`src/rtl/part08_decoder.sv`:
```
// ---------------------------------------------------------------------------
// part08_decoder
//
// Receive-side decoder for the registered a/b priority encoder. Every clock it
// samples the encoder's y/z code pair, works out which input was last active,
// counts a-runs and b-runs and raises a sticky flag on illegal codes.
// All outputs are registered (one cycle after the sampled inputs).
//
// Parameters:
//   CNT_W    width of each run counter; counters saturate at all-ones
//
// Ports:
//   clk      rising-edge clock shared with the encoder
//   rst      synchronous, active-high reset
//   y_in     encoder y code; y_in[1]=1 means "a asserted", y_in[0] ignored
//   z_in     encoder z code; 01 = last event a, 10 = last event b
//   a_out    a was active on the sampled cycle
//   b_out    last decoded event is b and a is not active
//   a_cnt    number of a-runs (entries into A_ACT)
//   b_cnt    number of b-runs (entries into B_LAST)
//   err      sticky illegal-code flag
//   state_o  current FSM state (00 IDLE, 01 A_ACT, 10 B_LAST)
// ---------------------------------------------------------------------------
module part08_decoder #(
  parameter int CNT_W = 8
) (
  input  logic             clk,
  input  logic             rst,
  input  logic [1:0]       y_in,
  input  logic [1:0]       z_in,
  output logic             a_out,
  output logic             b_out,
  output logic [CNT_W-1:0] a_cnt,
  output logic [CNT_W-1:0] b_cnt,
  output logic             err,
  output logic [1:0]       state_o
);

  typedef enum logic [1:0] {
    IDLE   = 2'b00,
    A_ACT  = 2'b01,
    B_LAST = 2'b10
  } state_t;

  state_t           state_q, state_d;
  logic             a_out_q, a_out_d;
  logic             b_out_q, b_out_d;
  logic [CNT_W-1:0] a_cnt_q, a_cnt_d;
  logic [CNT_W-1:0] b_cnt_q, b_cnt_d;
  logic             err_q, err_d;

  logic a_hit;
  logic z_is_a;
  logic z_is_b;
  logic a_enter;
  logic b_enter;

  // y_in[0] carries no information for this decoder.
  logic unused_y0;
  assign unused_y0 = y_in[0];

  assign a_hit  = y_in[1];
  assign z_is_a = (z_in == 2'b01);
  assign z_is_b = (z_in == 2'b10);

  // Next-state, error and run-entry decode.
  always_comb begin
    state_d = state_q;
    err_d   = err_q;
    a_enter = 1'b0;
    b_enter = 1'b0;

    case (state_q)
      IDLE: begin
        // z is uninitialised before the encoder's first event, so no code
        // checking happens here.
        if (a_hit) begin
          state_d = A_ACT;
          a_enter = 1'b1;
        end else if (z_is_b) begin
          state_d = B_LAST;
          b_enter = 1'b1;
        end
      end

      A_ACT: begin
        if (a_hit) begin
          if (!z_is_a) err_d = 1'b1;
        end else if (z_is_b) begin
          state_d = B_LAST;
          b_enter = 1'b1;
        end else if (!z_is_a) begin
          err_d = 1'b1;
        end
      end

      B_LAST: begin
        if (a_hit) begin
          state_d = A_ACT;
          a_enter = 1'b1;
          if (!z_is_a) err_d = 1'b1;
        end else if (!z_is_b) begin
          // Repeated b and idle-after-b both show z=10; anything else is bad.
          err_d = 1'b1;
        end
      end

      default: begin
        state_d = IDLE;
      end
    endcase
  end

  // Saturating run counters and registered event outputs.
  always_comb begin
    a_cnt_d = a_cnt_q;
    b_cnt_d = b_cnt_q;
    if (a_enter && (a_cnt_q != {CNT_W{1'b1}})) a_cnt_d = a_cnt_q + CNT_W'(1);
    if (b_enter && (b_cnt_q != {CNT_W{1'b1}})) b_cnt_d = b_cnt_q + CNT_W'(1);

    a_out_d = a_hit;
    b_out_d = (state_d == B_LAST) && !a_hit;
  end

  always_ff @(posedge clk) begin
    if (rst) begin
      state_q <= IDLE;
      a_out_q <= 1'b0;
      b_out_q <= 1'b0;
      a_cnt_q <= '0;
      b_cnt_q <= '0;
      err_q   <= 1'b0;
    end else begin
      state_q <= state_d;
      a_out_q <= a_out_d;
      b_out_q <= b_out_d;
      a_cnt_q <= a_cnt_d;
      b_cnt_q <= b_cnt_d;
      err_q   <= err_d;
    end
  end

  assign a_out   = a_out_q;
  assign b_out   = b_out_q;
  assign a_cnt   = a_cnt_q;
  assign b_cnt   = b_cnt_q;
  assign err     = err_q;
  assign state_o = state_q;

endmodule

```
`config.mk`:
```
export PLATFORM = sky130hd
export DESIGN_NAME = part08_decoder
export DESIGN_NICKNAME = d
export VERILOG_FILES = /design/src/rtl/part08_decoder.sv
export SDC_FILE = /design/constraint.sdc
export NUM_CORES = 1
export LEC_CHECK = 0
export CORE_UTILIZATION = 46
export DETAILED_ROUTE_END_ITERATION = 7
export PLACE_DENSITY = 0.77
export SLEW_MARGIN = 25
export SYNTH_ARGS = -nofsm -noshare
export SYNTH_HDL_FRONTEND = slang
export SYNTH_SLANG_ARGS = --single-unit
```
`constraint.sdc`:
```
create_clock -name clk -period 1.8 [get_ports clk]
set_input_delay 0.45 -clock clk [delete_from_list [all_inputs] [get_ports clk]]
set_output_delay 0.45 -clock clk [all_outputs]
set_load 0.01 [all_outputs]
```
== After elaboration in Yosys (flattened, before gate mapping) ==
Cells that the tools add are included.
Word-level totals
  bits in registers: 21
  input port bits: 6
  output and inout port bits: 21
  logic and storage cells: 42
Operators by class
  add/sub/neg operators: 2
  equality and inequality tests: 9
  multiplexer cells: 16
  reductions and logical operators: 9
Operator list (count)
  8-bit by 1-bit adder with 8-bit output, second input constant: 2
  8-bit inequality test, second input constant: 2
  1-bit 2-to-1 mux: 10
  2-bit 2-to-1 mux: 4
  2-bit == test, second input constant: 3
  3-bit inequality test, second input constant: 2
  2-bit case mux with 3 select lines: 1
  2-bit by 1-bit == test with 1-bit output, second input constant: 2
  2-bit OR reduction: 2
  1-bit logical AND: 3
  3-bit AND reduction: 1
  2-bit logical NOT: 1
  1-bit case mux with 2 select lines: 1
  2-bit nonzero test: 1
  1-bit logical NOT: 1

== Depth between registers and ports, before layout ==
Gate-level depths: netlist (run 1).
  depth after elaboration: 6
  depth in mapped cells: 5
  mapped depth without buffers: 5

== Least setup slack after synthesis (run 1) ==
Ideal clock, no wire load.
  kind: in2reg
  start: input y_in[1]
  end: register b_cnt_q[4] (netlist: b_cnt[4])
  setup time: 71 ps
  arrival: 1429 ps
  data required time: 1729 ps
  slack: 301 ps
  stages: 4
  buffers on the path: 0
  path through: nor4b_4 > o21ai_2 > or3_1 > a21oi_1
Between the ends
  cells in the longest elaborated chain, start to end: 3
RTL lines
  start, declared: line 29  | input logic [1:0] y_in,
  1-bit 2-to-1 mux: line 87  | if (a_hit) begin
  1-bit 2-to-1 mux
  1-bit logical AND: line 119  | if (b_enter && (b_cnt_q != {CNT_W{1'b1}})) b_cnt_d = b_cnt_q + CNT_W'(1);
  end signal, assigned: line 138  | b_cnt_q <= b_cnt_d;
  end, declared: line 49  | logic [CNT_W-1:0] b_cnt_q, b_cnt_d;
Every way passes these cells.
A chain may end at the register's enable or synchronous reset.

== Worst setup path in the final report (run 1) ==
  start: register a_cnt_q[3] (netlist: a_cnt[3])
  end: output a_cnt[3]
RTL lines
  start, declared: line 48  | logic [CNT_W-1:0] a_cnt_q, a_cnt_d;
  start signal, assigned: line 137  | a_cnt_q <= a_cnt_d;
  end, declared: line 33  | output logic [CNT_W-1:0] a_cnt,
No word-level cell between the ends.

==> results.sh, run 1 <==
export IMPL_status="finished clean"
export IMPL_path_max_fanout=5
export IMPL_area_growth_pct=39.0
export IMPL_yosysWarnings=0
export IMPL_synth_area_leaders="dfxtp_1, xor2_1, nor2_1, o211ai_1, a21oi_1"
export IMPL_antenna_cells=0
export IMPL_yosysMostFrequentCell="dfxtp_1"
export IMPL_rsz0062_at_grt="false"
export IMPL_cp_end_kind="primary output"
export IMPL_p_per_area_nw_per_um2=615
export IMPL_cts_inserted_buffers=3
export IMPL_clock_path_buffers=2
export IMPL_period_share=0.967
export IMPL_cp_data_required_time_ns=1.35
export IMPL_wl_per_cell_um=12.8
export IMPL_grt_pass1_vias=689
export IMPL_clkLatencyLatePin_ns=0.29
export IMPL_hold_class="flip-flop to flip-flop"
export IMPL_fp_dieH_um=47.6
export IMPL_relSlewSlack=0.831
export IMPL_maxCapViolCount=0
export IMPL_fin_skew_ns=0.00242
export IMPL_ios=27
export IMPL_drt_first_pass_iters=4
export IMPL_dr_total_vias=894
export IMPL_core_um2=1960
export IMPL_critPathKind="flip-flop to primary output"
export IMPL_crit_arrival_ns=1.29
export IMPL_crit_buf_inv=1
export IMPL_io_buffers=25
export IMPL_syn_avg_cell_area_um2=9.40
export IMPL_nFillCells=174
export IMPL_root_buffer="clkbuf_4"
export IMPL_yosys_area_top_type="dfxtp_1"
export IMPL_seq_area_um2=430
export IMPL_yosys_register_bits=21
export IMPL_clkSinkCount=21
export IMPL_grt_overflow=0
export IMPL_hold_slack_ns=0.490
export IMPL_multiInputGateArea_um2=531
export IMPL_worst_slew_pin_slew_ns=0.253
export IMPL_cts_resized=1
export IMPL_synth_flop_cell="dfxtp_1"
export IMPL_cp_top_family="buffers and inverters"
export IMPL_finalSetupTns_ns=0
export IMPL_path_cells="clkdlybuf4s50_1"
export IMPL_antenna_found_initial=0
export IMPL_nNetsFinal=146
export IMPL_max_stage_delay_ns=0.57
export IMPL_critical_path_startpoint_type="flip-flop"
export IMPL_grt_max_degree=22
export IMPL_grtUsageTotal=0.199
export IMPL_async_flop_share=0
export IMPL_grt_pass1_wl_mm=3.19
export IMPL_gp_congestion=0.741
export IMPL_ir_worst_vdd_mv=0.731
export IMPL_slowest_stage="clkdlybuf4s50_1"
export IMPL_std_cell_rows=16
export IMPL_maxSlewViolCount=0
export IMPL_cts_tree="done"
export IMPL_drc_errors=0
export IMPL_synthCells=102
export IMPL_vias_per_cell=5.45
export IMPL_drt_iter0_drc=23
export IMPL_yosysUniqueCellTypes=32
export IMPL_synth_common_cells="dfxtp_1, nor2_1, xor2_1"
export IMPL_post_cts_setup_buffer_count=0
export IMPL_drt_wl_total_mm=2.10
export IMPL_start_util=0.489
export IMPL_clk_pin_slew_ns=0.12
export IMPL_syn_num_nets=110
export IMPL_antenna_left=0
export IMPL_fin_cells=164
export IMPL_p_leak_nw=0.508
export IMPL_ctsHoldBuffers=0
export IMPL_hold_violations=0
export IMPL_setup_viol=0
export IMPL_ys_seq_area_frac=0.439
export IMPL_synth_edf_count=0
export IMPL_syn_cell_area_um2=958
export IMPL_htree_num_levels=1
export IMPL_dp_hpwl_mm=1.56
export IMPL_post_route_util=0.679
export IMPL_synth_top_cell_area_share=0.439
export IMPL_fmax_mhz=574
export IMPL_drive_above_1_share=0.168
export IMPL_fp_dieW_um=47.6
export IMPL_dieArea_um2=2270
export IMPL_fin_crit_ns=1.74
export IMPL_dp_cells=160
-- report_power, final --
group / internal, W / switching (W)
Sequential: 0.000478 / 0.0000134
Clock: 0.0000825 / 0.000143
Combinational: 0.0000590 / 0.0000431
-- placed cells by master, fill, tap and decap left out, types with 4 or more instances in the layout --
cell	Yosys	routed
nor2_1	16	16
dfxtp_2	0	8
nand3_1	4	4
a21oi_1	5	5
o211ai_1	5	5
clkdlybuf4s50_1	0	25
dfxtp_1	21	13
buf_4	0	8
xor2_1	10	10
-- final timing paths --
| check | endpoint | depth (start not counted) | slack (ns) | from |
|---|---|---|---|---|
| min reg2reg | err | 2 | 0.49 | err |
| max | a_cnt[3] | 1 | 0.06 | a_cnt[3] |
| min | err | 2 | 0.49 | err |
| max reg2reg | a_cnt[1] | 6 | 0.23 | a_cnt[0] |
-- per-layer routing --
layer | share of wire | up-vias | GRT usage
met2 | 0.46 | 23 | 0.285
li1 | - | 445 | -
met1 | 0.48 | 424 | 0.304
met4 | 0.0091 | 0 | 0.0500
met3 | 0.053 | 2 | 0.0377
met5 | 0 | - | 0
-- cells by family after synthesis --
kind of cell               Yosys count  share of synthesized area
AOI/OAI and AO/OA                   21                      0.146
xor gates and xnor gates            10                     0.0914
adders and majority gates            2                     0.0261
buffers and inverters                2                    0.00784
DFF                                 21                      0.439
muxes                                2                     0.0209
and+or+nand+nor                     44                      0.269
-- through the flow --
stage               cell area (µm²)  setup slack, ns  power, W
floorplan                       958            0.301  0.000544
global placement               1290          -0.0853  0.000600
detailed placement             1290           -0.116  0.000604
CTS                            1320          0.00627  0.000826
global route                   1330          0.00804  0.000864
finish                         1330           0.0586  0.000819
-- flip-flops by register name, summed over array words and instances, names as in the netlist --
name,flops
b_cnt,8
b_out,1
state_o,2
err,1
a_cnt,8
a_out,1
-- final cells by class --
class	instances	share of cell area
sequential	21	0.323
timing repair buffer	33	0.233
multi-input combinational	79	0.398
clock buffer	3	0.0169
clock inverter	1	0.00376
tap	27	0.0254
Note: power is estimated with default switching activity, not from simulation.
==> inputs of run 2 (changes only) <==
--- a/config.mk
+++ b/config.mk
@@ -8,7 +8,8 @@
 export CORE_UTILIZATION = 46
 export DETAILED_ROUTE_END_ITERATION = 7
 export PLACE_DENSITY = 0.77
-export SLEW_MARGIN = 25
+export RECOVER_POWER = 25
+export SLEW_MARGIN = 15
 export SYNTH_ARGS = -nofsm -noshare
 export SYNTH_HDL_FRONTEND = slang
 export SYNTH_SLANG_ARGS = --single-unit
==> run 2 against run 1 <==
Via count shrank 0.22%. Power shrank 0.17%. Largest power group unchanged. Critical path depth unchanged. Sequential cell count did not move. Fmax about the same. Critical path type unchanged. Routed wire length is 0.43% higher. Critical endpoint unchanged.
==> results.sh, run 2 (synthesis results as in run 1) <==
export IMPL_status="finished clean"
export IMPL_cts_tree="done"
export IMPL_hold_class="flip-flop to flip-flop"
export IMPL_ios=27
export IMPL_worst_slew_pin_slew_ns=0.246
export IMPL_antenna_cells=0
export IMPL_grtUsageTotal=0.199
export IMPL_hold_violations=0
export IMPL_path_max_fanout=5
export IMPL_fin_skew_ns=0.00144
export IMPL_grt_pass1_wl_mm=3.19
export IMPL_root_buffer="clkbuf_4"
export IMPL_cp_endpoint="a_cnt[3]"
export IMPL_multiInputGateArea_um2=531
export IMPL_critPathLaunch="a_cnt[3]"
export IMPL_drt_iter0_drc=19
export IMPL_cp_end_kind="primary output"
export IMPL_setup_viol=0
export IMPL_ir_worst_vdd_mv=0.734
export IMPL_max_stage_delay_ns=0.57
export IMPL_ctsHoldBuffers=0
export IMPL_wl_per_cell_um=12.8
export IMPL_crit_arrival_ns=1.29
export IMPL_dp_hpwl_mm=1.56
export IMPL_grt_overflow=0
export IMPL_clk_pin_slew_ns=0.12
export IMPL_drt_first_pass_iters=4
export IMPL_critical_path_startpoint_type="flip-flop"
export IMPL_cp_top_family="buffers and inverters"
export IMPL_layout_setup_ws_ns=0.0600
export IMPL_clkLatencyLatePin_ns=0.29
export IMPL_fmax_mhz=575
export IMPL_core_um2=1960
export IMPL_reg2reg_slack_ns=0.21
export IMPL_fp_dieW_um=47.6
export IMPL_cp_data_required_time_ns=1.35
export IMPL_gp_congestion=0.741
export IMPL_r2r_start="b_cnt[0]"
export IMPL_period_share=0.967
export IMPL_maxCapViolCount=0
export IMPL_dp_slack_ns=-0.116
export IMPL_final_common_cell="clkdlybuf4s50_1"
export IMPL_critPathKind="flip-flop to primary output"
export IMPL_seq_area_um2=430
export IMPL_vias_per_cell=5.44
export IMPL_antenna_found_initial=0
export IMPL_p_per_area_nw_per_um2=617
export IMPL_r2r_end="b_cnt[1]"
export IMPL_rr_worst_depth=6
export IMPL_antenna_left=0
export IMPL_grt_pass1_vias=689
export IMPL_postLayoutCellArea_um2=1330
export IMPL_p_leak_nw=0.500
export IMPL_nFillCells=178
export IMPL_slowest_stage="clkdlybuf4s50_1"
export IMPL_fp_dieH_um=47.6
export IMPL_path_cells="clkdlybuf4s50_1"
export IMPL_area_growth_pct=38.3
export IMPL_clkSinkCount=21
export IMPL_crit_buf_inv=1
export IMPL_io_buffers=25
export IMPL_drc_errors=0
export IMPL_htree_num_levels=1
export IMPL_nNetsFinal=146
export IMPL_clock_path_buffers=2
export IMPL_maxSlewViolCount=0
export IMPL_dr_total_vias=892
export IMPL_layout_common_cells="clkdlybuf4s50_1, nor2_1, dfxtp_1, xor2_1, dfxtp_2"
export IMPL_path_depth=1
export IMPL_place_area_um2=1290
export IMPL_finalSetupTns_ns=0
export IMPL_drt_wl_total_mm=2.10
export IMPL_fin_crit_ns=1.74
export IMPL_relSlewSlack=0.836
export IMPL_dieArea_um2=2270
export IMPL_drive_above_1_share=0.153
export IMPL_cts_inserted_buffers=3
export IMPL_rsz0062_at_grt="false"
export IMPL_grt_max_degree=22
export IMPL_std_cell_rows=16
export IMPL_start_util=0.489
-- run 2: changes by cell type in the layout (fill, tap and decap cells not counted) --
cell,change
buf_4,-2
dlygate4sd3_1,+1
clkbuf_1,+2
clkdlybuf4s50_1,-1
-- run 2: worst min path at each step --
stage	from	end	slack (ns)	depth (start not counted)
floorplan	err	err	0.50	2
global placement	err	err	0.45	2
detailed placement	err	err	0.47	2
CTS	err	err	0.50	2
global route	a_cnt[7]	a_cnt[7]	0.51	1
finish	err	err	0.49	2
-- run 2: cell type report --
class	count	area share
sequential	21	0.325
tap	27	0.0255
timing repair buffer	33	0.229
clock inverter	1	0.00378
multi-input combinational	79	0.400
clock buffer	3	0.0170
-- run 2: repair_timing --
item,CTS,global route
buffers inserted,0,0
endpoints found under the setup margin,1,7
hold endpoints to repair,0,0
gates resized for setup,1,7
-- run 2: stage by stage --
stage          instances  total power, W  hold slack [ns]   util
6_report             164        0.000817            0.490  0.675
5_1_grt              164        0.000861            0.510  0.675
4_1_cts              164        0.000826            0.500  0.675
3_5_place_dp         160        0.000604            0.471  0.660
3_3_place_gp         160        0.000600            0.454  0.660
2_1_floorplan        102        0.000544            0.505      -
-- run 2: per-layer routing --
layer / vias up / track usage / wire length (µm)
met5: - / 0 / 0
met4: 0 / 0.0500 / 19
met3: 2 / 0.0377 / 116
met2: 27 / 0.285 / 949
met1: 418 / 0.304 / 1020
li1: 445 / - / -
-- run 2: where the power goes --
group	switching [W]	internal [W]	total [W]
clock	0.000144	0.0000826	0.000227
combinational	0.0000431	0.0000564	0.0000995
sequential	0.0000133	0.000478	0.000491
total	0.000201	0.000617	0.000817
